**src/rtl/tictactoe_pkg.sv**
```systemverilog
// Shared cell, result and state encodings for the N x N tic-tac-toe controller.
// C_SEARCH exists only when TICTACTOE_AUTO_CPU_EN is defined.
package tictactoe_pkg;

    typedef enum logic [1:0] {
        CELL_EMPTY  = 2'b00,
        CELL_PLAYER = 2'b01,
        CELL_CPU    = 2'b10
    } cell_t;

    typedef enum logic [1:0] {
        WHO_NONE   = 2'b00,
        WHO_PLAYER = 2'b01,
        WHO_CPU    = 2'b10,
        WHO_DRAW   = 2'b11
    } who_t;

    typedef enum logic [2:0] {
        P_WAIT,
        SCAN_P,
        C_WAIT,
        SCAN_C,
`ifdef TICTACTOE_AUTO_CPU_EN
        C_SEARCH,
`endif
        OVER
    } state_t;

endpackage

```
**src/rtl/tictactoe_nxn_if.sv**
```systemverilog
// Move-entry / board-display bundle; master drives moves, slave is the controller.
interface tictactoe_nxn_if #(
    parameter int N = 3
);
    localparam int CELLS = N * N;
    localparam int POS_W = $clog2(CELLS);

    logic               play;
    logic               pc;
    logic [POS_W-1:0]   player_position;
    logic [POS_W-1:0]   computer_position;
    logic [2*CELLS-1:0] board;
    logic [1:0]         who;
    logic               illegal;
    logic               busy;
    logic               game_over;

    modport master (
        output play, pc, player_position, computer_position,
        input  board, who, illegal, busy, game_over
    );

    modport slave (
        input  play, pc, player_position, computer_position,
        output board, who, illegal, busy, game_over
    );

endinterface

```
**src/rtl/tictactoe_line_check.sv**
```systemverilog
// Combinational K-in-a-row test from one cell in four directions:
// right, down, down-right and down-left. Off-board cells never match.
module tictactoe_line_check
    import tictactoe_pkg::*;
#(
    parameter int N = 3,
    parameter int K = 3,
    localparam int CELLS = N * N,
    localparam int POS_W = $clog2(CELLS)
) (
    input  logic [2*CELLS-1:0] board,
    input  logic [POS_W-1:0]   idx,
    input  cell_t              mark,
    output logic               found
);

    function automatic cell_t cell_at(input logic [2*CELLS-1:0] b, input int r, input int c);
        if (r < 0 || r >= N || c < 0 || c >= N) return CELL_EMPTY;
        return cell_t'(b[2*(r*N + c) +: 2]);
    endfunction

    int   row;
    int   col;
    logic hit_r, hit_d, hit_dr, hit_dl;

    // NOTE: every variable gets a value before any conditional update, so no latch is inferred.
    always_comb begin
        row    = int'(idx) / N;
        col    = int'(idx) % N;
        hit_r  = 1'b1;
        hit_d  = 1'b1;
        hit_dr = 1'b1;
        hit_dl = 1'b1;
        for (int k = 0; k < K; k++) begin
            if (cell_at(board, row,     col + k) != mark) hit_r  = 1'b0;
            if (cell_at(board, row + k, col)     != mark) hit_d  = 1'b0;
            if (cell_at(board, row + k, col + k) != mark) hit_dr = 1'b0;
            if (cell_at(board, row + k, col - k) != mark) hit_dl = 1'b0;
        end
        found = hit_r | hit_d | hit_dr | hit_dl;
    end

endmodule

```
**src/rtl/tictactoe_nxn.sv**
```systemverilog
// N x N, K-in-a-row tic-tac-toe controller with a one-cell-per-cycle win/draw scan.
// Define TICTACTOE_AUTO_CPU_EN to let the block place computer moves itself.
module tictactoe_nxn
    import tictactoe_pkg::*;
#(
    parameter int N = 3,
    parameter int K = 3
) (
    input logic            clock,
    input logic            reset,
    tictactoe_nxn_if.slave bus
);

    localparam int CELLS = N * N;
    localparam int POS_W = $clog2(CELLS);
    localparam logic [POS_W-1:0] LAST = POS_W'(CELLS - 1);

    state_t             state;
    logic [2*CELLS-1:0] board_q;
    who_t               who_q;
    logic               illegal_q;
    logic               busy_q;
    logic               game_over_q;
    logic [POS_W-1:0]   idx;
    logic               win_acc;
    logic               empty_acc;

    logic  line_found;
    cell_t scan_mark;
    cell_t scan_cell;
    logic  win_now;
    logic  empty_now;
    logic  player_ok;

    // Positions past the last cell read as occupied, so one test covers range and vacancy.
    function automatic cell_t cell_of(input logic [2*CELLS-1:0] b, input logic [POS_W-1:0] pos);
        if (int'(pos) >= CELLS) return CELL_CPU;
        return cell_t'(b[2*int'(pos) +: 2]);
    endfunction

    assign scan_mark = (state == SCAN_C) ? CELL_CPU : CELL_PLAYER;
    assign scan_cell = cell_of(board_q, idx);
    assign win_now   = win_acc | line_found;
    assign empty_now = empty_acc | (scan_cell == CELL_EMPTY);
    assign player_ok = (cell_of(board_q, bus.player_position) == CELL_EMPTY);

`ifndef TICTACTOE_AUTO_CPU_EN
    logic cpu_ok;
    assign cpu_ok = (cell_of(board_q, bus.computer_position) == CELL_EMPTY);
`endif

    tictactoe_line_check #(
        .N (N),
        .K (K)
    ) u_line_check (
        .board (board_q),
        .idx   (idx),
        .mark  (scan_mark),
        .found (line_found)
    );

    // NOTE: sequential state uses non-blocking assignments so every register samples pre-edge values.
    always_ff @(posedge clock) begin
        if (reset) begin
            state       <= P_WAIT;
            // NOTE: the board is a small register array and is cleared on reset, since an empty board is the game's start state.
            board_q     <= '0;
            who_q       <= WHO_NONE;
            illegal_q   <= 1'b0;
            busy_q      <= 1'b0;
            game_over_q <= 1'b0;
            idx         <= '0;
            win_acc     <= 1'b0;
            empty_acc   <= 1'b0;
        end else begin
            illegal_q <= 1'b0;
            unique case (state)
                P_WAIT: begin
                    if (bus.play) begin
                        if (player_ok) begin
                            board_q[2*int'(bus.player_position) +: 2] <= CELL_PLAYER;
                            state     <= SCAN_P;
                            busy_q    <= 1'b1;
                            idx       <= '0;
                            win_acc   <= 1'b0;
                            empty_acc <= 1'b0;
                        end else begin
                            illegal_q <= 1'b1;
                        end
                    end
                end

                C_WAIT: begin
`ifndef TICTACTOE_AUTO_CPU_EN
                    if (bus.pc) begin
                        if (cpu_ok) begin
                            board_q[2*int'(bus.computer_position) +: 2] <= CELL_CPU;
                            state     <= SCAN_C;
                            busy_q    <= 1'b1;
                            idx       <= '0;
                            win_acc   <= 1'b0;
                            empty_acc <= 1'b0;
                        end else begin
                            illegal_q <= 1'b1;
                        end
                    end
`endif
                end

                SCAN_P, SCAN_C: begin
                    if (idx == LAST) begin
                        idx <= '0;
                        if (win_now) begin
                            state       <= OVER;
                            busy_q      <= 1'b0;
                            who_q       <= (state == SCAN_C) ? WHO_CPU : WHO_PLAYER;
                            game_over_q <= 1'b1;
                        end else if (!empty_now) begin
                            state       <= OVER;
                            busy_q      <= 1'b0;
                            who_q       <= WHO_DRAW;
                            game_over_q <= 1'b1;
                        end else if (state == SCAN_C) begin
                            state  <= P_WAIT;
                            busy_q <= 1'b0;
                        end else begin
`ifdef TICTACTOE_AUTO_CPU_EN
                            state  <= C_SEARCH;
`else
                            state  <= C_WAIT;
                            busy_q <= 1'b0;
`endif
                        end
                    end else begin
                        idx       <= idx + POS_W'(1);
                        win_acc   <= win_now;
                        empty_acc <= empty_now;
                    end
                end

`ifdef TICTACTOE_AUTO_CPU_EN
                // The preceding scan saw an empty cell, so this walk always terminates.
                C_SEARCH: begin
                    if (scan_cell == CELL_EMPTY) begin
                        board_q[2*int'(idx) +: 2] <= CELL_CPU;
                        state     <= SCAN_C;
                        idx       <= '0;
                        win_acc   <= 1'b0;
                        empty_acc <= 1'b0;
                    end else begin
                        idx <= idx + POS_W'(1);
                    end
                end
`endif

                OVER: begin
                    state <= OVER;
                end

                default: begin
                    state <= P_WAIT;
                end
            endcase
        end
    end

    assign bus.board     = board_q;
    assign bus.who       = who_q;
    assign bus.illegal   = illegal_q;
    assign bus.busy      = busy_q;
    assign bus.game_over = game_over_q;

endmodule
```
**src/flat_wrapper.sv**
```systemverilog
// flat-port wrapper written by rule: the top's interface ports become plain ports
module tictactoe_nxn_flat import tictactoe_pkg::*;
#(
    parameter int N = 3,
    parameter int K = 3
)
  (clock, reset, bus_play, bus_pc, bus_player_position, bus_computer_position, bus_board, bus_who, bus_illegal, bus_busy, bus_game_over);
  tictactoe_nxn_if #(.N(N)) bus_i ();
  input logic clock;
  input logic reset;
  input wire logic [$bits(bus_i.play)-1:0] bus_play;
  input wire logic [$bits(bus_i.pc)-1:0] bus_pc;
  input wire logic [$bits(bus_i.player_position)-1:0] bus_player_position;
  input wire logic [$bits(bus_i.computer_position)-1:0] bus_computer_position;
  output wire logic [$bits(bus_i.board)-1:0] bus_board;
  output wire logic [$bits(bus_i.who)-1:0] bus_who;
  output wire logic [$bits(bus_i.illegal)-1:0] bus_illegal;
  output wire logic [$bits(bus_i.busy)-1:0] bus_busy;
  output wire logic [$bits(bus_i.game_over)-1:0] bus_game_over;
  assign bus_i.play = bus_play;
  assign bus_i.pc = bus_pc;
  assign bus_i.player_position = bus_player_position;
  assign bus_i.computer_position = bus_computer_position;
  assign bus_board = bus_i.board;
  assign bus_who = bus_i.who;
  assign bus_illegal = bus_i.illegal;
  assign bus_busy = bus_i.busy;
  assign bus_game_over = bus_i.game_over;
  tictactoe_nxn #(.N(N), .K(K)) u_core (.clock(clock), .reset(reset), .bus(bus_i));
endmodule
```
**config.mk**
```make
export PLATFORM = sky130hd
export DESIGN_NAME = tictactoe_nxn_flat
export DESIGN_NICKNAME = d
export VERILOG_FILES = /design/src/rtl/tictactoe_pkg.sv /design/src/rtl/tictactoe_nxn_if.sv /design/src/rtl/tictactoe_line_check.sv /design/src/rtl/tictactoe_nxn.sv /design/src/flat_wrapper.sv
export SDC_FILE = /design/constraint.sdc
export NUM_CORES = 1
export LEC_CHECK = 0
export BUFFER_PORTS_ARGS = -buffer_cell sky130_fd_sc_hd__buf_2
export CORE_MARGIN = 2
export CORE_UTILIZATION = 30
export CTS_CLUSTER_DIAMETER = 40
export CTS_CLUSTER_SIZE = 30
export DETAILED_ROUTE_END_ITERATION = 16
export SYNTH_ARGS = -nofsm -noshare
export SYNTH_HDL_FRONTEND = slang
export SYNTH_HIERARCHICAL = 1
export SYNTH_SLANG_ARGS = --single-unit
```
**constraint.sdc**
```tcl
create_clock -name clock -period 9.6 [get_ports clock]
set_input_delay 0.96 -clock clock [delete_from_list [all_inputs] [get_ports clock]]
set_output_delay 0.96 -clock clock [all_outputs]
set_load 0.03 [all_outputs]
```
* After elaboration in Yosys (flattened, before gate mapping)
Index checks and enable logic that the tools add are counted.
** Word-level totals
- Register bits :: 32
- Input port bits :: 12
- Output and inout bits :: 23
- Logic and storage cells :: 218
** Operators by class
- Add/subtract/negate cells :: 18
- $mul :: 3
- Divide/modulo/power cells :: 2
- $lt $le $gt $ge :: 19
- Equality and inequality tests :: 21
- Shifts and indexed selects :: 16
- Muxes and demuxes :: 91
- Bitwise gates (word level) :: 5
- Reduce and logical (&&, ||, !) cells :: 34
** Operators by type and width (count)
- $shiftx A18 B32 Y2 :: 9
- $add A31 B31 Y31 :: 9
- $ge A32 B3 Y1 const B :: 8
- $lt A32 B1 Y1 const B :: 8
- $mul A32 B3 Y31 const B :: 3
- $mux W18 :: 4
- $neg A5 Y33 :: 2
- $shift A2 B33 Y18 const A :: 2
- $shiftx A2 B33 Y18 const A :: 2
- $add A32 B2 Y32 const B :: 2
- $add A32 B3 Y32 const B :: 2
- $mux W2 :: 28
- $shiftx A18 B6 Y2 :: 3
- $mux W1 :: 38
- $bwmux W18 :: 2
- $pmux W18 S2 :: 1
- $div A5 B3 Y32 const B :: 1
- $mod A5 B3 Y32 const B :: 1
- $sub A32 B2 Y32 const B :: 1
- $sub A32 B3 Y32 const B :: 1
- $logic_or A1 B1 Y1 :: 21
- $mux W3 :: 7
- $mux W4 :: 5
- $ne A2 B2 Y1 :: 9
- other kinds (21) :: 40

* Longest topological paths before layout
Gate-level depths: netlist of run 1.
- Word-level depth :: 18
- Depth in mapped cells :: 33
- Gate-level depth less buffers :: 31

* By module
Netlist of run 1, hierarchy kept.
** By module, submodules not included
- tictactoe_line_check :: times used 1, cells each 475, area each 3943.8 µm², seq. area each 0.0 µm²
- tictactoe_nxn :: times used 1, cells each 265, area each 2238.4 µm², seq. area each 640.6 µm²

* Worst setup path before layout of run 1
Ideal clock, no wire load.
- Kind :: register to register
- From :: reg u_core.idx[0]
- To :: reg u_core.who_q[0] (netlist: u_core/bus.who[0])
- Library setup time :: 0.095 ns
- Data arrival time :: 7.524 ns
- Required time :: 9.505 ns
- Path slack :: 1.981 ns
- Cell stages (with the launch flop) :: 32
- Path buffers :: 2
- Period minus slack after synthesis :: 7.619 ns
- Cells stage by stage :: dfxtp_1 > buf_1 > buf_1 > inv_1 > ha_1 > a211o_1 > o21a_1 > xnor2_1 > ha_1 > a311oi_1 > o21a_1 > nand3_2 > ha_1 > inv_1 > ha_1 > ha_1 > ha_1 > inv_1 > fa_1 > inv_1 > ha_1 > a21oi_1 > xor2_1 > or4_1 > nor3_1 > mux2i_1 > a221oi_1 > a32oi_1 > nor2_1 > nor2_1 > nor2_1 > a221oi_1
** On the way
- Longest elaborated chain between the ends :: 17
- Elaborated cells on any way between the ends :: 116
- Those cells by class :: add/sub (15); mul (3); div (2); order compare (17); eq/ne (11); shift (10); mux (30); bitwise (5); reduce/logical (23)
** RTL lines
- start, declared :: line tictactoe_nxn.sv:24 : logic [POS_W-1:0] idx;
- start signal, assigned :: line tictactoe_nxn.sv:135 : idx <= idx + POS_W'(1);
- branches (longest 13 deep; another with $div A5 B3 Y32)
- $or A1 B1 Y1 * :: line tictactoe_line_check.sv:40 : found = hit_r | hit_d | hit_dr | hit_dl;
- via u_core.line_found :: line tictactoe_nxn.sv:28 : logic line_found;
- $or A1 B1 Y1 * :: line tictactoe_nxn.sv:43 : assign win_now = win_acc | line_found;
- $ne A2 B1 Y1 (no line)
- $reduce_and A3 Y1 (no line)
- end signal, assigned :: line tictactoe_nxn.sv:116 : who_q <= (state == SCAN_C) ? WHO_CPU : WHO_PLAYER;
- end, declared :: line tictactoe_nxn.sv:20 : who_t who_q;
Mark *: on every way through the listed nets, which the timed path passes.
A chain may end at the register's enable or synchronous reset.

* Final worst setup path of run 1
- From :: reg u_core.idx[2]
- To :: reg u_core.who_q[1] (netlist: u_core/bus.who[1])
The elaborated chain is that of the path after synthesis.

==> results of run 1 <==
## power by group through the flow
stage / clock network [uW] / logic, uW / registers (uW)
2_1_floorplan: 0 / 116 / 145
3_3_place_gp: 0 / 153 / 142
3_5_place_dp: 0 / 153 / 142
4_1_cts: 154 / 154 / 139
5_1_grt: 162 / 172 / 140
6_report: 153 / 157 / 139
## registers in the layout, summed over array words and instances, names as in the netlist
name and cells:
u_core/bus.busy 1, u_core/state 3, u_core/bus.who 2, u_core/empty_acc 1, u_core/idx 4, u_core/win_acc 1, u_core/bus.illegal 1, u_core/bus.game_over 1
u_core/bus.board 18
## cell type report
cell class | instances | share of cell area (%)
well taps | 270 | 5.07
clock buffers | 5 | 1.88
repair buffers | 38 | 3.01
clock inverters | 2 | 0.188
inverters | 50 | 2.82
multi-input cells | 628 | 77.4
flip-flops and latches | 32 | 9.62
## stage by stage
step | power [uW] | setup slack [ns] | area [sq um] | std cells | hold slack [ns]
final | 449 | 1.38 | 6660 | 1025 | 0.482
after global routing | 473 | 0.514 | 6660 | 1025 | 0.511
after CTS | 448 | 1.41 | 6660 | 1025 | 0.486
after detailed placement | 295 | 1.46 | 6520 | 1018 | 0.475
after global placement | 295 | 1.72 | 6520 | 1018 | 0.467
after floorplan | 261 | 1.98 | 6180 | 740 | 0.459
## final timing paths
path	to	slack (ns)
setup / recovery	u_core/bus.who[1]$_SDFFE_PP0P_	1.38
hold reg to reg	u_core/bus.busy$_SDFFE_PP0P_	0.48
setup reg to reg	u_core/bus.who[1]$_SDFFE_PP0P_	1.38
hold / removal	u_core/bus.busy$_SDFFE_PP0P_	0.48
## layer usage
metal  track usage (%)  up-vias  routed length [um]
met5                 0        -                   0
met2              27.4      258                8560
met3              1.60       35                1120
met1              24.8     2882                8780
met4              4.38        0                 446
li1                  -     2866                   -
## worst max-delay path: cells and delay by family, from the launching register on
family,cells,cell delay (ns)
muxes,1,0.21
and+or+nand+nor,8,2.00
buffers and inverters,4,0.44
xor gates and xnor gates,2,0.24
AOI/OAI and AO/OA,7,1.97
DFF,1,0.76
adders and majority gates,8,2.48
## cell usage in the layout, fill, tap and decap left out, types with 5 or more instances in the layout
master	n
nand3_1	23
buf_2	34
nor2_1	45
nor2b_1	10
dfxtp_1	32
o21ai_0	25
nand4_1	9
nand2_1	49
o31ai_1	17
a21oi_1	38
or3_1	15
or4_1	5
ha_1	67
nor3_1	34
fa_1	6
a211oi_1	7
nand2b_1	9
nor4_1	14
nand3b_1	7
inv_1	46
and3_1	7
mux2i_1	20
a221oi_1	6
o311ai_0	6
o21a_1	12
clkbuf_16	5
mux4_2	23
xor2_1	11
a21o_1	11
o211ai_1	5
mux2_2	13
xnor2_1	29
## logic make-up after synthesis
kind of cell,synth area share (%)
AOI/OAI and AO/OA,23.6
xor gates and xnor gates,7.02
adders and majority gates,15.8
buffers and inverters,6.23
DFF,10.4
muxes,14.4
and+or+nand+nor,22.5
==> results.md, run 1 <==
* Final hold vios at 0
* CTS clk-pin slew, worst paths at 0.05 ns
* FFs w/ async S/R, synth at 0%
* Clock tree sinks at 32
* Largest cells by area after synthesis: ha_1 14%, dfxtp_1 10%, mux4_2 8.4%
* Slowest stage delay, CP at 0.76 ns
* Antenna violations before repair at 0
* Die Y at 148 um
* Initial DRC count at 494
* CP required at 9.78 ns
* Post-synth net total at 825
* Logic pwr share at 35.0%
* Status: finished clean
* Power share of the sequential group at 31.0%
* Routability Congestion at 0.959
* Hpwl dp at 14.8 mm
* Worst-path maximum fanout at 23
* Most frequent cell after synthesis: ha_1
* Hold Crit Class: reg -> reg
* Clock Tree Buf Depth at 2
* Clock Tree Root: clkbuf_16
* CTS resizes at 0
* GRT Overall Usage at 17.1%
* HP Start: u_core/bus.busy$_SDFFE_PP0P_
* Avg WL per Cell at 18.4 um
* Peak supply drop at 0.0664 mV
* Post-route ant nets at 0
* Number of flops mapped to enable cells by yosys at 0
* Cell area after synthesis at 6180 sq um
* Min cycle time layout at 8.22 ns
* RSZ-0062 raised after global routing: false
* P per Cell Area at 67.4 nW/um^2
* Slew margin rel. at 32.4%
* I/O pin cnt at 35
* Final setup viols at 0
* WP data arrival at 8.40 ns
* Yosys cell types at 92
* Drt total wl at 18.9 mm
* Core ar. at 20,200 sq um
* Ys flop type: dfxtp_1
* NumNets Final at 840
* FF-to-FF Start: u_core/idx[2]$_SDFFE_PP0P_
* Initial core utilization at 30.6%
* Synth Register Bits at 32
* Area leader, netlist: ha_1
* Skew-Pair Late Insertion Delay at 0.28 ns
* Share of cells above drive strength 1 at 14.8%
* Multi-input combinational cell area at 5160 sq um
* Die Wd at 148 um
* Reg2reg path depth at 30
* Max frequency at 122 MHz
* Post-synth top area share at 13.6%
* Fill cell count at 2,115
* Global-route wire length before repair at 30.3 mm
* Final Util at 32.9%
* Crit path kind: reg -> reg
* Tightest Pin Transition at 1.01 ns
* Slowest cell on crit path: dfxtp_1
* Hold depth at 2
* IO Port Bufs at 34
* Setup TNS at 0 ns
* Avg Inst Size Synth at 8.35 sq um
* Num CTS Buffers at 5
* Clk network pwr share at 34.0%
* Deepest level of the CTS H-tree at 2
* Area Overhead vs Synth at 7.73%
* Max Cap Violations at 0
* CP Launch Point: u_core/idx[2]$_SDFFE_PP0P_
* Sequential area share after synthesis at 10.4%
* Crit path capture type: flip-flop
* CP Launch Type: flip-flop
* Gate Count Post-Synth at 740
* Remaining global-route overflow at 0
* Pint at 288 uW
* Switching power of the nets at 160 uW
* N_diodes at 0
* Switching share of power at 35.8%
* Clock Skew at 0.00754 ns
* Vias per cell at 5.89
* Largest net degree at the start of global routing at 35
* Vias in the first global route at 5,596
* Storage cell area at 641 sq um
* Fin crit share at 85.6%
* Leakage at 0.00260 uW
* Yosys warns at 6
* Hold-fix buffers, CTS at 0
* # DRC at 0
* CTS tree: yes
* Vias at 6,041
* Count of final max-slew check failures at 0
* Die Area at 21,800 sq um
* Setup bufs post-CTS at 0
* First-pass DRT Iterations at 5
* Commonest cells in the netlist: 67 x ha_1, 49 x nand2_1, 46 x inv_1
* Most used cell, CP: ha_1
* Site row count at 52
(Power assumes the default switching activity.)
==> inputs of run 2 (changes only) <==
- ABC_AREA: default -> 1
- GPL_TIMING_DRIVEN: default -> 0
==> run 2 against run 1 <==
  * Flip-flop and latch count stayed put
  * Clock power is 20% higher
  * Global-route usage is 0.99 points higher
  * Worst hold slack worse by 0.035 ns
  * Synthesized area is 10% higher
  * Worst setup slack better by 1.2 ns
  * Clock skew is 0.0048 ns lower
  * Via count is 27% higher
  * Non-clock buffer count is 13 higher
  * Fmax is 16% higher
  * Critical endpoint is now u_core/state[1]$_SDFFE_PP0P_
  * Largest cell class unchanged
  * Largest power group unchanged
==> results.md, run 2 <==
* Clock Skew at 0.00269 ns
* Largest cells by area after synthesis: nand2_1 20%, ha_1 12%, inv_1 10%
* Slowest cell on crit path: dfxtp_1
* Area Overhead vs Synth at 10.1%
* Number of flops mapped to enable cells by yosys at 0
* Setup slack, reg-to-reg at 2.53 ns
* Most used cell, CP: inv_1
* CTS resizes at 0
* CTS clk-pin slew, worst paths at 0.05 ns
* Simple-gate share of the synthesized area at 46.5%
* I/O pin cnt at 35
* Site row count at 55
* Reg2reg path depth at 42
* Complex-gate fraction of the synthesized area at 12.7%
* Post-Synth Adder-Cell Area at 14.1%
* Gate Count Post-Synth at 1,208
* Die Y at 155 um
* WP data arrival at 7.29 ns
* Hold-fix buffers, CTS at 0
* IO Port Bufs at 33
* Power share of the sequential group at 14.2%
* Synth Area in XOR/XNOR at 4.36%
* Synth Register Bits at 32
* Cell Count, Final, Fillers Out at 1,534
* Ys flop type: dfxtp_1
* Max Cap Violations at 0
* Worst-path maximum fanout at 13
* Yosys warns at 6
* Avg WL per Cell at 14.3 um
* Clk network pwr share at 15.1%
* CP Launch Type: flip-flop
* Slew margin rel. at 33.1%
* Count of final max-slew check failures at 0
* Area leader, netlist: nand2_1
* Antenna violations before repair at 0
* Most frequent cell after synthesis: nand2_1
* Final hold vios at 0
* Setup bufs post-CTS at 0
* Remaining global-route overflow at 0
* GRT Overall Usage at 18.1%
* N_diodes at 0
* NumNets Final at 1,333
* Kind of cell adding the most delay to the critical path: adder cells
* Max frequency at 142 MHz
* Vias in the first global route at 6,810
* Drt total wl at 22.0 mm
* Slowest stage delay, CP at 0.58 ns
* Total Power at 1210 uW
* Post-synth top area share at 20.2%
* Logic pwr share at 70.6%
* Leakage at 0.00400 uW
* Die Area at 23,900 sq um
* Status: finished clean
* Peak supply drop at 0.0800 mV
* Switching share of power at 54.5%
* Hold depth at 2
* P per Cell Area at 162 nW/um^2
* Post-route cell area at 7490 sq um
* # DRC at 0
* Share of cells above drive strength 1 at 8.73%
* RSZ-0062 raised after global routing: false
* Fin crit share at 73.6%
* Vias at 7,643
* Routability Congestion at 0.906
* CTS tree: yes
* Hpwl dp at 17.7 mm
* Core ar. at 22,400 sq um
* Clock Tree Buf Depth at 2
* Clock Tree Root: clkbuf_16
* FFs w/ async S/R, synth at 0%
* Placed Cells at 1,526
* Deepest level of the CTS H-tree at 2
* Pint at 551 uW
* Initial DRC count at 669
* Tightest Pin Transition at 0.993 ns
* Yosys cell types at 54
* Commonest cells in the netlist: 366 x nand2_1, 187 x inv_1, 132 x nor2_1
* Setup TNS at 0 ns
* Crit path kind: reg -> reg
* Skew-Pair Late Insertion Delay at 0.28 ns
* Num CTS Buffers at 5
* Post-route ant nets at 0
* Hold Crit Class: reg -> reg
* Sequential area share after synthesis at 9.42%
* Buf+Inv Stages, Crit Path at 12
* Switching power of the nets at 660 uW
* Post-synth net total at 1,293
* Most frequent cells in the layout: 366 x nand2_1, 187 x inv_1, 132 x nor2_1
* Cell depth of the worst setup path at 42
* Final setup viols at 0
* Initial core utilization at 30.3%
* Cell area after synthesis at 6800 sq um
* Global-route wire length before repair at 35.1 mm
* Placed instance area at 7320 sq um
* Mux cell area share after synthesis at 0.442%
* Vias per cell at 4.98
* Max FFs per register at 18
* Main combinational cell family by area after synthesis: simple AND/OR/NAND/NOR gates
* Die Wd at 155 um
* Avg Inst Size Synth at 5.63 sq um
* Min cycle time layout at 7.07 ns
* Largest net degree at the start of global routing at 16
* Most common cell after layout, fill and taps aside: nand2_1
* Crit path capture type: flip-flop
* Fill cell count at 2,541
* Clock tree sinks at 32
* CP required at 9.82 ns
* First-pass DRT Iterations at 5
[run 2: cell types whose count changed after synthesis, sizes merged, moves of 26 or more]
cell,previous run,this run
inv,50,192
nand2,50,383
nand3,25,113
nor2,45,147
nor3,36,10
o21ai,29,65
[run 2: cell type report]
class | instances | area [sq um] | area share, %
inverter | 196 | 736 | 9.82
sequential | 32 | 641 | 8.55
clock inverter | 3 | 42.5 | 0.568
tap | 285 | 357 | 4.76
buffer | 18 | 113 | 1.50
clock buffer | 5 | 125 | 1.67
multi-input combinational | 962 | 5310 | 70.9
timing repair buffer | 33 | 165 | 2.21
[run 2: power by group through the flow]
| stage | Combinational [uW] | Clock [uW] | Sequential (uW) |
|---|---|---|---|
| after detailed placement | 838 | 0 | 175 |
| after CTS | 843 | 186 | 172 |
| after global routing | 953 | 191 | 175 |
| final | 855 | 183 | 172 |
| after global placement | 829 | 0 | 175 |
| after floorplan | 618 | 0 | 180 |
[run 2: worst register-to-register path, delay by kind of cell, from the launching register on]
family | cells | cell delay (ns)
adder cells (fa/ha/maj) | 8 | 2.41
AND/OR/NAND/NOR | 19 | 1.76
buffers and inverters | 12 | 1.52
flip-flops | 1 | 0.58
XOR/XNOR | 1 | 0.43
AO/OA/AOI/OAI | 2 | 0.31
[run 2: metrics by stage]
stage	utilization, %	hold slack (ns)	worst slack [ns]
3_3_place_gp	32.6	0.434	2.62
2_1_floorplan	-	0.527	3.94
4_1_cts	33.4	0.451	2.57
3_5_place_dp	32.6	0.442	2.61
6_report	33.4	0.447	2.53
5_1_grt	33.4	0.470	1.93
[run 2: cells by family after synthesis]
kind of cell             count (synthesis)
AND/OR/NAND/NOR                        703
buffers and inverters                  214
AO/OA/AOI/OAI                          150
adder cells (fa/ha/maj)                 73
XOR/XNOR                                33
flip-flops                              32
multiplexers                             3
[run 2: path summary, 6_finish.rpt]
path	start	to
max	u_core/idx[0]$_SDFFE_PP0P_	u_core/state[1]$_SDFFE_PP0P_
min	u_core/bus.who[1]$_SDFFE_PP0P_	u_core/bus.who[1]$_SDFFE_PP0P_
max reg2reg	u_core/idx[0]$_SDFFE_PP0P_	u_core/state[1]$_SDFFE_PP0P_
min reg2reg	u_core/bus.who[1]$_SDFFE_PP0P_	u_core/bus.who[1]$_SDFFE_PP0P_
[run 2: metal layers]
layer,vias up,global-route usage (%),share of wire [%]
met2,262,30.5,46
met1,3384,24.7,47
met3,29,1.49,5.2
met5,-,0,0
met4,0,5.42,2.4
li1,3968,-,-
